===== src/rtl/lcd_line_writer_pkg.sv =====
// Shared definitions for the HD44780 line writer: command bytes, FSM states,
// counter width and small byte helpers.
package lcd_pkg;

    // HD44780 command bytes used by the writer
    localparam logic [7:0] LCD_FUNC_SET = 8'h38;  // 8-bit bus, 2 lines, 5x8 font
    localparam logic [7:0] LCD_DISP_ON  = 8'h0C;  // display on, cursor off
    localparam logic [7:0] LCD_ENTRY    = 8'h06;  // increment, no shift
    localparam logic [7:0] LCD_CLEAR    = 8'h01;  // clear display (slow command)
    localparam logic [7:0] LCD_ROW0     = 8'h80;  // DDRAM address 0x00
    localparam logic [7:0] LCD_ROW1     = 8'hC0;  // DDRAM address 0x40

    localparam logic [7:0] ASCII_SPACE  = 8'h20;

    // Width of every timing counter; covers the ~15 ms power-up wait at 50 MHz
    localparam int CNT_W = 20;

    // Index of the last entry in the init ROM
    localparam logic [2:0] INIT_LAST = 3'd5;

    typedef enum logic [2:0] {
        PWRUP = 3'd0,
        INIT  = 3'd1,
        ADDR0 = 3'd2,
        ROW0  = 3'd3,
        ADDR1 = 3'd4,
        ROW1  = 3'd5
    } lcd_state_t;

    // Init command ROM: 38,38,38,0C,06,01
    function automatic logic [7:0] init_rom(input logic [2:0] idx);
        logic [7:0] cmd;
        case (idx)
            3'd0:    cmd = LCD_FUNC_SET;
            3'd1:    cmd = LCD_FUNC_SET;
            3'd2:    cmd = LCD_FUNC_SET;
            3'd3:    cmd = LCD_DISP_ON;
            3'd4:    cmd = LCD_ENTRY;
            3'd5:    cmd = LCD_CLEAR;
            default: cmd = LCD_FUNC_SET;
        endcase
        return cmd;
    endfunction

    // Blank (NUL) characters become spaces so CGRAM glyph 0 is never shown
    function automatic logic [7:0] blank_to_space(input logic [7:0] ch);
        logic [7:0] res;
        if (ch == 8'h00) begin
            res = ASCII_SPACE;
        end else begin
            res = ch;
        end
        return res;
    endfunction

    // Character at column col of a 16-char line; column 0 sits in [127:120]
    function automatic logic [7:0] col_byte(input logic [127:0] line, input logic [3:0] col);
        logic [127:0] shifted;
        shifted = line << {col, 3'b000};
        return blank_to_space(shifted[127:120]);
    endfunction

endpackage


===== src/rtl/lcd_line_writer_if.sv =====
// LCD pin bundle: the writer drives it (master), the panel/bench observes it (slave).
interface lcd_line_writer_if;
    logic       lcd_e;
    logic       lcd_rs;
    logic       lcd_rw;
    logic [7:0] lcd_data;

    modport master (output lcd_e, output lcd_rs, output lcd_rw, output lcd_data);
    modport slave  (input  lcd_e, input  lcd_rs, input  lcd_rw, input  lcd_data);
endinterface


===== src/rtl/lcd_line_writer_byte_xfer.sv =====
// One HD44780 byte write: setup, E-high strobe, then the post-write wait.
// A new start is accepted while idle or in the last wait cycle (o_done), so
// back-to-back bytes follow each other with no gap.
module lcd_byte_xfer
    import lcd_pkg::*;
#(
    parameter int SETUP_CYC  = 2,
    parameter int E_HIGH_CYC = 12,
    parameter int CMD_WAIT   = 2000,
    parameter int CLR_WAIT   = 82000
) (
    input  logic       clk,
    input  logic       rst,
    input  logic       i_start,
    input  logic       i_rs,
    input  logic [7:0] i_data,
    input  logic       i_long_wait,
    output logic       o_done,
    output logic       o_idle,
    output logic       o_lcd_e,
    output logic       o_lcd_rs,
    output logic [7:0] o_lcd_data
);

    localparam logic [CNT_W-1:0] E_ON       = CNT_W'(SETUP_CYC);
    localparam logic [CNT_W-1:0] E_OFF      = CNT_W'(SETUP_CYC + E_HIGH_CYC);
    localparam logic [CNT_W-1:0] LAST_SHORT = CNT_W'(SETUP_CYC + E_HIGH_CYC + CMD_WAIT - 1);
    localparam logic [CNT_W-1:0] LAST_LONG  = CNT_W'(SETUP_CYC + E_HIGH_CYC + CLR_WAIT - 1);

    logic [CNT_W-1:0] r_cnt;
    logic [CNT_W-1:0] r_last;
    logic             r_busy;
    logic             r_done;
    logic             r_e;
    logic             r_rs;
    logic [7:0]       r_data;

    logic             w_accept;
    logic [CNT_W-1:0] w_cnt_nxt;

    assign w_accept  = i_start && (!r_busy || r_done);
    assign w_cnt_nxt = r_cnt + CNT_W'(1);

    // Transfer counter, E strobe and held RS/DATA; E drops at once on reset
    always_ff @(posedge clk or posedge rst) begin
        if (rst) begin
            r_cnt  <= '0;
            r_last <= '0;
            r_busy <= 1'b0;
            r_done <= 1'b0;
            r_e    <= 1'b0;
            r_rs   <= 1'b0;
            r_data <= 8'h00;
        end else if (w_accept) begin
            r_cnt  <= '0;
            r_last <= i_long_wait ? LAST_LONG : LAST_SHORT;
            r_busy <= 1'b1;
            r_done <= 1'b0;
            r_e    <= 1'b0;
            r_rs   <= i_rs;
            r_data <= i_data;
        end else if (r_busy && !r_done) begin
            r_cnt  <= w_cnt_nxt;
            r_e    <= (w_cnt_nxt >= E_ON) && (w_cnt_nxt < E_OFF);
            r_done <= (w_cnt_nxt == r_last);
        end else begin
            // Finished with nothing queued: go idle, keep RS/DATA on the bus
            r_cnt  <= '0;
            r_busy <= 1'b0;
            r_done <= 1'b0;
            r_e    <= 1'b0;
        end
    end

    assign o_done     = r_done;
    assign o_idle     = !r_busy;
    assign o_lcd_e    = r_e;
    assign o_lcd_rs   = r_rs;
    assign o_lcd_data = r_data;

endmodule


===== src/rtl/lcd_line_writer.sv =====
// Top level: power-up wait, HD44780 init, then endless refresh of both rows.
// Each row is snapshotted when its address command is issued so a row is
// never torn by input changes mid-write.
module lcd_line_writer
    import lcd_pkg::*;
#(
    parameter int SETUP_CYC  = 2,
    parameter int E_HIGH_CYC = 12,
    parameter int CMD_WAIT   = 2000,
    parameter int CLR_WAIT   = 82000,
    parameter int PWRUP_WAIT = 750000
) (
    input  logic                clk,
    input  logic                rst,
    input  logic [127:0]        line0_ascii,
    input  logic [127:0]        line1_ascii,
    lcd_line_writer_if.master   lcd,
    output logic                init_done,
    output logic                frame_tick
);

    localparam logic [CNT_W-1:0] PW_LAST = CNT_W'(PWRUP_WAIT - 1);

    lcd_state_t       r_state;
    lcd_state_t       w_state_nxt;
    logic [CNT_W-1:0] r_pw_cnt;
    logic [2:0]       r_init_idx;
    logic [3:0]       r_col;
    logic [127:0]     r_snap0;
    logic [127:0]     r_snap1;
    logic             r_init_done;
    logic             r_frame_tick;

    logic             w_start;
    logic             w_rs;
    logic [7:0]       w_data;
    logic             w_long;
    logic             w_ready;
    logic             w_done;
    logic             w_idle;
    logic             w_xfer_e;
    logic             w_xfer_rs;
    logic [7:0]       w_xfer_data;

    // The byte engine can take a new byte when idle or in its final wait cycle
    assign w_ready = w_idle || w_done;
    // Only the clear command needs the long wait
    assign w_long  = (!w_rs) && (w_data == LCD_CLEAR);

    // FSM state register
    always_ff @(posedge clk or posedge rst) begin
        if (rst) begin
            r_state <= PWRUP;
        end else begin
            r_state <= w_state_nxt;
        end
    end

    // Next state and the byte to issue when the engine is ready
    always_comb begin
        w_state_nxt = r_state;
        w_start     = 1'b0;
        w_rs        = 1'b0;
        w_data      = 8'h00;
        case (r_state)
            PWRUP: begin
                if (r_pw_cnt == PW_LAST) begin
                    w_state_nxt = INIT;
                end else begin
                    w_state_nxt = PWRUP;
                end
            end
            INIT: begin
                if (w_ready) begin
                    w_start = 1'b1;
                    w_data  = init_rom(r_init_idx);
                    if (r_init_idx == INIT_LAST) begin
                        w_state_nxt = ADDR0;
                    end else begin
                        w_state_nxt = INIT;
                    end
                end else begin
                    w_state_nxt = INIT;
                end
            end
            ADDR0: begin
                if (w_ready) begin
                    w_start     = 1'b1;
                    w_data      = LCD_ROW0;
                    w_state_nxt = ROW0;
                end else begin
                    w_state_nxt = ADDR0;
                end
            end
            ROW0: begin
                if (w_ready) begin
                    w_start = 1'b1;
                    w_rs    = 1'b1;
                    w_data  = col_byte(r_snap0, r_col);
                    if (r_col == 4'd15) begin
                        w_state_nxt = ADDR1;
                    end else begin
                        w_state_nxt = ROW0;
                    end
                end else begin
                    w_state_nxt = ROW0;
                end
            end
            ADDR1: begin
                if (w_ready) begin
                    w_start     = 1'b1;
                    w_data      = LCD_ROW1;
                    w_state_nxt = ROW1;
                end else begin
                    w_state_nxt = ADDR1;
                end
            end
            ROW1: begin
                if (w_ready) begin
                    w_start = 1'b1;
                    w_rs    = 1'b1;
                    w_data  = col_byte(r_snap1, r_col);
                    if (r_col == 4'd15) begin
                        w_state_nxt = ADDR0;
                    end else begin
                        w_state_nxt = ROW1;
                    end
                end else begin
                    w_state_nxt = ROW1;
                end
            end
            default: begin
                w_state_nxt = PWRUP;
            end
        endcase
    end

    // Power-up wait counter, init ROM index and column counter
    always_ff @(posedge clk or posedge rst) begin
        if (rst) begin
            r_pw_cnt   <= '0;
            r_init_idx <= 3'd0;
            r_col      <= 4'd0;
        end else begin
            if (r_state == PWRUP) begin
                r_pw_cnt <= r_pw_cnt + CNT_W'(1);
            end else begin
                r_pw_cnt <= '0;
            end
            if (w_start && (r_state == INIT)) begin
                r_init_idx <= (r_init_idx == INIT_LAST) ? 3'd0 : r_init_idx + 3'd1;
            end
            // 4-bit column wraps 15 -> 0 as the row hands over to the next address
            if (w_start && ((r_state == ROW0) || (r_state == ROW1))) begin
                r_col <= r_col + 4'd1;
            end
        end
    end

    // Row snapshots, taken in the cycle the row's address command is issued
    always_ff @(posedge clk or posedge rst) begin
        if (rst) begin
            r_snap0 <= '0;
            r_snap1 <= '0;
        end else begin
            if (w_start && (r_state == ADDR0)) begin
                r_snap0 <= line0_ascii;
            end
            if (w_start && (r_state == ADDR1)) begin
                r_snap1 <= line1_ascii;
            end
        end
    end

    // Status flags: ADDR0 becoming ready means the previous byte (clear or
    // row-1 column 15) has just finished its wait
    always_ff @(posedge clk or posedge rst) begin
        if (rst) begin
            r_init_done  <= 1'b0;
            r_frame_tick <= 1'b0;
        end else begin
            if ((r_state == ADDR0) && w_ready) begin
                r_init_done <= 1'b1;
            end
            r_frame_tick <= (r_state == ADDR0) && w_ready && r_init_done;
        end
    end

    lcd_byte_xfer #(
        .SETUP_CYC  (SETUP_CYC),
        .E_HIGH_CYC (E_HIGH_CYC),
        .CMD_WAIT   (CMD_WAIT),
        .CLR_WAIT   (CLR_WAIT)
    ) u_xfer (
        .clk         (clk),
        .rst         (rst),
        .i_start     (w_start),
        .i_rs        (w_rs),
        .i_data      (w_data),
        .i_long_wait (w_long),
        .o_done      (w_done),
        .o_idle      (w_idle),
        .o_lcd_e     (w_xfer_e),
        .o_lcd_rs    (w_xfer_rs),
        .o_lcd_data  (w_xfer_data)
    );

    assign lcd.lcd_e    = w_xfer_e;
    assign lcd.lcd_rs   = w_xfer_rs;
    assign lcd.lcd_rw   = 1'b0;
    assign lcd.lcd_data = w_xfer_data;
    assign init_done    = r_init_done;
    assign frame_tick   = r_frame_tick;

endmodule

===== src/flat_wrapper.sv =====
// flat-port wrapper written by rule: the top's interface ports become plain ports
module lcd_line_writer_flat import lcd_pkg::*;
#(
    parameter int SETUP_CYC  = 2,
    parameter int E_HIGH_CYC = 12,
    parameter int CMD_WAIT   = 2000,
    parameter int CLR_WAIT   = 82000,
    parameter int PWRUP_WAIT = 750000
)
  (clk, rst, line0_ascii, line1_ascii, init_done, frame_tick, lcd_lcd_e, lcd_lcd_rs, lcd_lcd_rw, lcd_lcd_data);
  lcd_line_writer_if lcd_i ();
  input  logic clk;
  input  logic rst;
  input  logic [127:0] line0_ascii;
  input  logic [127:0] line1_ascii;
  output logic init_done;
  output logic frame_tick;
  output wire logic [$bits(lcd_i.lcd_e)-1:0] lcd_lcd_e;
  output wire logic [$bits(lcd_i.lcd_rs)-1:0] lcd_lcd_rs;
  output wire logic [$bits(lcd_i.lcd_rw)-1:0] lcd_lcd_rw;
  output wire logic [$bits(lcd_i.lcd_data)-1:0] lcd_lcd_data;
  assign lcd_lcd_e = lcd_i.lcd_e;
  assign lcd_lcd_rs = lcd_i.lcd_rs;
  assign lcd_lcd_rw = lcd_i.lcd_rw;
  assign lcd_lcd_data = lcd_i.lcd_data;
  lcd_line_writer #(.SETUP_CYC(SETUP_CYC), .E_HIGH_CYC(E_HIGH_CYC), .CMD_WAIT(CMD_WAIT), .CLR_WAIT(CLR_WAIT), .PWRUP_WAIT(PWRUP_WAIT)) u_core (.clk(clk), .rst(rst), .line0_ascii(line0_ascii), .line1_ascii(line1_ascii), .lcd(lcd_i), .init_done(init_done), .frame_tick(frame_tick));
endmodule

===== config.mk =====
export PLATFORM = sky130hd
export DESIGN_NAME = lcd_line_writer_flat
export DESIGN_NICKNAME = d
export VERILOG_FILES = /design/src/rtl/lcd_line_writer_pkg.sv /design/src/rtl/lcd_line_writer_if.sv /design/src/rtl/lcd_line_writer_byte_xfer.sv /design/src/rtl/lcd_line_writer.sv /design/src/flat_wrapper.sv
export SDC_FILE = /design/constraint.sdc
export NUM_CORES = 1
export LEC_CHECK = 0
export ABC_AREA = 1
export CORE_MARGIN = 1.5
export CORE_UTILIZATION = 49
export CTS_CLUSTER_DIAMETER = 50
export DETAILED_ROUTE_END_ITERATION = 8
export PLACE_DENSITY = 0.78
export SYNTH_ARGS = -nofsm -noshare
export SYNTH_HDL_FRONTEND = slang
export SYNTH_HIERARCHICAL = 1
export SYNTH_SLANG_ARGS = --single-unit

===== constraint.sdc =====
create_clock -name clk -period 11.4 [get_ports clk]
set_input_delay 2.85 -clock clk [delete_from_list [all_inputs] [get_ports clk]]
set_output_delay 2.85 -clock clk [all_outputs]
set_load 0.02 [all_outputs]

==> impl_table.tex <==
\begin{tabular}{lr}
\hline
Metric & Value \\
\hline
\multicolumn{2}{l}{\textbf{Run status}} \\
\quad Run status & finished, violations left \\
\quad Failing checks & design-rule violations \\
\multicolumn{2}{l}{\textbf{Global routing}} \\
\quad Pin count of the biggest net entering global routing & around 170 \\
\quad Number of antenna violations at the first check in global routing & 4 \\
\quad First-pass GRT wire length & around 70,000 um \\
\quad Via count of the first global-routing pass & 14,381 \\
\quad Overflow left after global routing & 0 \\
\quad Tot GR Track Use & between 20\% and 30\% \\
\multicolumn{2}{l}{\textbf{Min path}} \\
\quad Type of the most critical hold path & flip-flop to flip-flop \\
\quad Source of the worst hold timing path & u\_core/r\_snap1[49] \\
\quad Endpoint of the worst hold path & u\_core/r\_snap1[49] \\
\quad Number of stages on the worst hold path & 2 \\
\multicolumn{2}{l}{\textbf{Routing}} \\
\quad Antenna Nets Post-Route & 0 \\
\quad Number of DRC violations after detailed-routing iteration 0 & 1,318 \\
\quad Via count & 14,685 \\
\quad Wire length after detailed routing & 44,600 um \\
\quad Drt drc & 2 \\
\quad Vias per std cell & 5.11 \\
\quad Length of the first detailed-routing pass in iterations & 7 \\
\quad Routed wirelength normalized by instance count & approximately 16 um \\
\multicolumn{2}{l}{\textbf{Setup path}} \\
\quad Worst Setup Path Type & input pin to async pin \\
\quad Worst Path Required & 11.83 ns \\
\quad Critical path cell sequence & clkdlybuf4s50\_1 > inv\_8 > buf\_12 \\
\quad Data arrival, critical path & roughly 4.9 ns \\
\quad Critical Path Start Type & input pin \\
\quad Largest fanout of any net on the critical path & 170 \\
\quad Path depth of the worst reg2reg path & 13 \\
\quad R2R Path Start & u\_core/r\_col[0] \\
\quad CP max-delay cell & buf\_12 \\
\quad Largest stage delay on the critical path & between 0.6 and 0.7 ns \\
\quad Reg-to-reg critical path endpoint & u\_core/u\_xfer/r\_last[10] \\
\quad Kind of end point of the critical path & async pin \\
\quad Setup slack on the worst flop-to-flop path & 7.85 ns \\
\multicolumn{2}{l}{\textbf{STA}} \\
\quad Final number of hold-violating endpoints & 0 \\
\quad Worst Hold Margin & 0.466 ns \\
\quad Final critical delay including setup and external delays & 4.44 ns \\
\quad Fin Clk Skew & approximately 0.018 ns \\
\quad Final sum of negative setup slack & 0 ns \\
\quad Relative slew slack & 24.3\% \\
\quad Setup violators final & 0 \\
\quad Maximum clock frequency & 225 MHz \\
\quad Count of pins over their slew limit & 0 \\
\quad Fin worst setup slack & 6.96 ns \\
\quad RSZ-0062 raised after global routing & false \\
\quad Slew of the pin with the lowest slew margin & approximately 1.1 ns \\
\quad Share of the clock period used by the worst path & 39.0\% \\
\multicolumn{2}{l}{\textbf{Synthesis}} \\
\quad Sequential cell area fraction in the yosys report & 50.5\% \\
\quad Yosys cell types & between 40 and 50 \\
\quad Count of synthesis-stage warnings from yosys & 6 \\
\quad Post-synth design cell area & 16,000 sq um \\
\quad Yosys reg bits & 323 \\
\quad Mapped Nets & 2,452 \\
\quad Average size of a mapped cell & 7.31 sq um \\
\quad Number of cells produced by synthesis & 2,189 \\
\multicolumn{2}{l}{\textbf{Clocking}} \\
\quad Clock transition time at the flip-flop clock pins of the worst setup and hold paths & $\sim$0.06 ns \\
\quad Number of clock buffers inserted by TritonCTS & 37 \\
\quad CTS Hold Bufs & 0 \\
\quad Number of gates given a new drive strength after cts & 0 \\
\quad Root buf cell & clkbuf\_16 \\
\quad TritonCTS clock tree & built \\
\quad H-tree depth & 2 \\
\quad Clock tree buffer depth & 3 \\
\quad Clock Sink Count & roughly 320 \\
\quad Clk Latency, worst-skew pair & 0.53 ns \\
\quad Post-CTS setup-driven buffer insertion count & 0 \\
\multicolumn{2}{l}{\textbf{Floorplanning}} \\
\quad Number of placement rows & 66 \\
\quad Die outline height & about 180 um \\
\quad Die outline area & 33,800 sq um \\
\quad CORE AREA & 32,400 sq um \\
\quad I/O pin cnt & 271 \\
\quad Starting utilization of the core area & 49.4\% \\
\quad Horizontal extent of the die & 184 um \\
\multicolumn{2}{l}{\textbf{Cells and area}} \\
\quad Most common cell after layout, fill and taps aside & nand2\_1 \\
\quad Nets@finish & around 2,700 \\
\quad Layout cell share with drive strength beyond 1 & 4.69\% \\
\quad Post-synthesis to final-layout area growth & 25.8\% \\
\quad Most used cells in the layout excluding fill and tap cells & nand2\_1 (890), dfrtp\_1 (321), clkdlybuf4s50\_1 (269) \\
\multicolumn{2}{l}{\textbf{Place}} \\
\quad DP Worst Slack & between 6 and 7 ns \\
\quad Detailed-placement wirelength estimate & 30,500 um \\
\quad Routability cong. & between 0.8 and 0.9 \\
\quad Input/output buffers & approximately 270 \\
\multicolumn{2}{l}{\textbf{Pwr}} \\
\quad Worst supply voltage drop on vdd & between 0.09 and 0.1 mV \\
\quad Leakage & 9.24 nW \\
\quad PwrDens & around 120 nW/um\^{}2 \\
\multicolumn{2}{l}{\textbf{Run}} \\
\quad \# Max-Cap Violations & 0 \\
\hline
\end{tabular}
## worst max-delay path by stage
stage / start / end / slack (ns) / depth (start not counted)
2_1_floorplan: rst / u_core/frame_tick / 0.60 / 1
3_3_place_gp: rst / u_core/r_col[0] / 6.31 / 3
3_5_place_dp: rst / u_core/r_col[0] / 6.30 / 3
4_1_cts: rst / u_core/r_col[0] / 6.87 / 3
5_1_grt: rst / u_core/r_col[0] / 6.59 / 3
6_report: rst / u_core/r_col[0] / 6.96 / 3
## final cells by class
class | count | area, sq um
fill | 2921 | 12200
sequential | 323 | 8090
multi-input combinational | 1559 | 6670
timing repair buffer | 279 | 2780
clock buffer | 53 | 1110
inverter | 200 | 761
tap | 442 | 553
clock inverter | 15 | 178
antenna | 4 | 10.0
## state kept, by name, indices dropped and copies added (netlist names)
register	flops
u_core/init_done	1
u_core/r_snap1	128
u_core/r_col	4
u_core/u_xfer/r_cnt	20
u_core/u_xfer/o_lcd_e	1
u_core/r_snap0	128
u_core/u_xfer/o_lcd_rs	1
u_core/u_xfer/r_last	3
u_core/frame_tick	1
u_core/u_xfer/r_busy	1
u_core/r_pw_cnt	20
u_core/u_xfer/o_done	1
u_core/r_init_idx	3
u_core/r_state	3
u_core/u_xfer/o_lcd_data	8
## metrics by stage
stage	util (%)	cell area [sq um]	total power [mW]	std cells
floorplan	-	16000	1.19	2189
global placement	58.2	18800	1.29	2803
detailed placement	58.2	18800	1.29	2803
CTS	62.2	20100	2.51	2871
global route	62.2	20100	2.57	2873
finish	62.2	20100	2.49	2875
## critical path, delay by kind of cell
kind | cells | cell delay [ns]
buffers and inverters | 3 | 1.78
## synthesized netlist by cell type, drive strengths merged
library cell  instances  area share (%)
o21ai               215             6.7
a31oi                 3            0.12
and2                  1           0.039
xor2                  7            0.38
o22ai                 3            0.12
inv                 195             4.6
a211oi                1           0.047
conb                  1           0.023
clkinv                5            0.12
nor4                  1           0.039
o31ai                 1           0.047
nor3                 11            0.44
ha                    5            0.39
buf                  63             2.2
o21bai                2           0.094
nand2               903              21
dfrtp               323              50
o221a                 1           0.070
clkbuf               44             1.0
o21a                  3            0.14
a21oi                37             1.2
nor2                248             6.2
o211ai               20            0.94
nand4                11            0.43
xnor2                 2            0.11
nand3b                2           0.094
nand3                79             2.5
a221oi                1           0.055
nor3b                 1           0.047
## cells by family (layout without fill, tap and decap cells)
kind of cell             Yosys count  in the layout  share of synthesized area, %
XOR/XNOR                           9              9                         0.492
adder cells (fa/ha/maj)            5              5                         0.391
buffers and inverters            307            547                          7.91
flip-flops                       323            323                          50.5
AND/OR/NAND/NOR                 1257           1257                          31.2
other                              1              5                        0.0234
AO/OA/AOI/OAI                    287            287                          9.53
## power breakdown
group	switching [mW]	total (mW)	internal [mW]
sequential	0	1.15	1.15
clock	0.491	1.22	0.730
combinational	0.0421	0.120	0.0777
## per-layer routing
layer	global-route usage (%)	vias to the layer above	part of all wire, %	routed length [um]
met4	8.66	2	2.6	1180
met2	42.7	554	46	20400
met3	4.52	80	7.5	3340
met1	37.2	6851	44	19600
li1	-	7198	-	-
met5	0	-	0.034	15
Power figures use the tool's default switching activity.
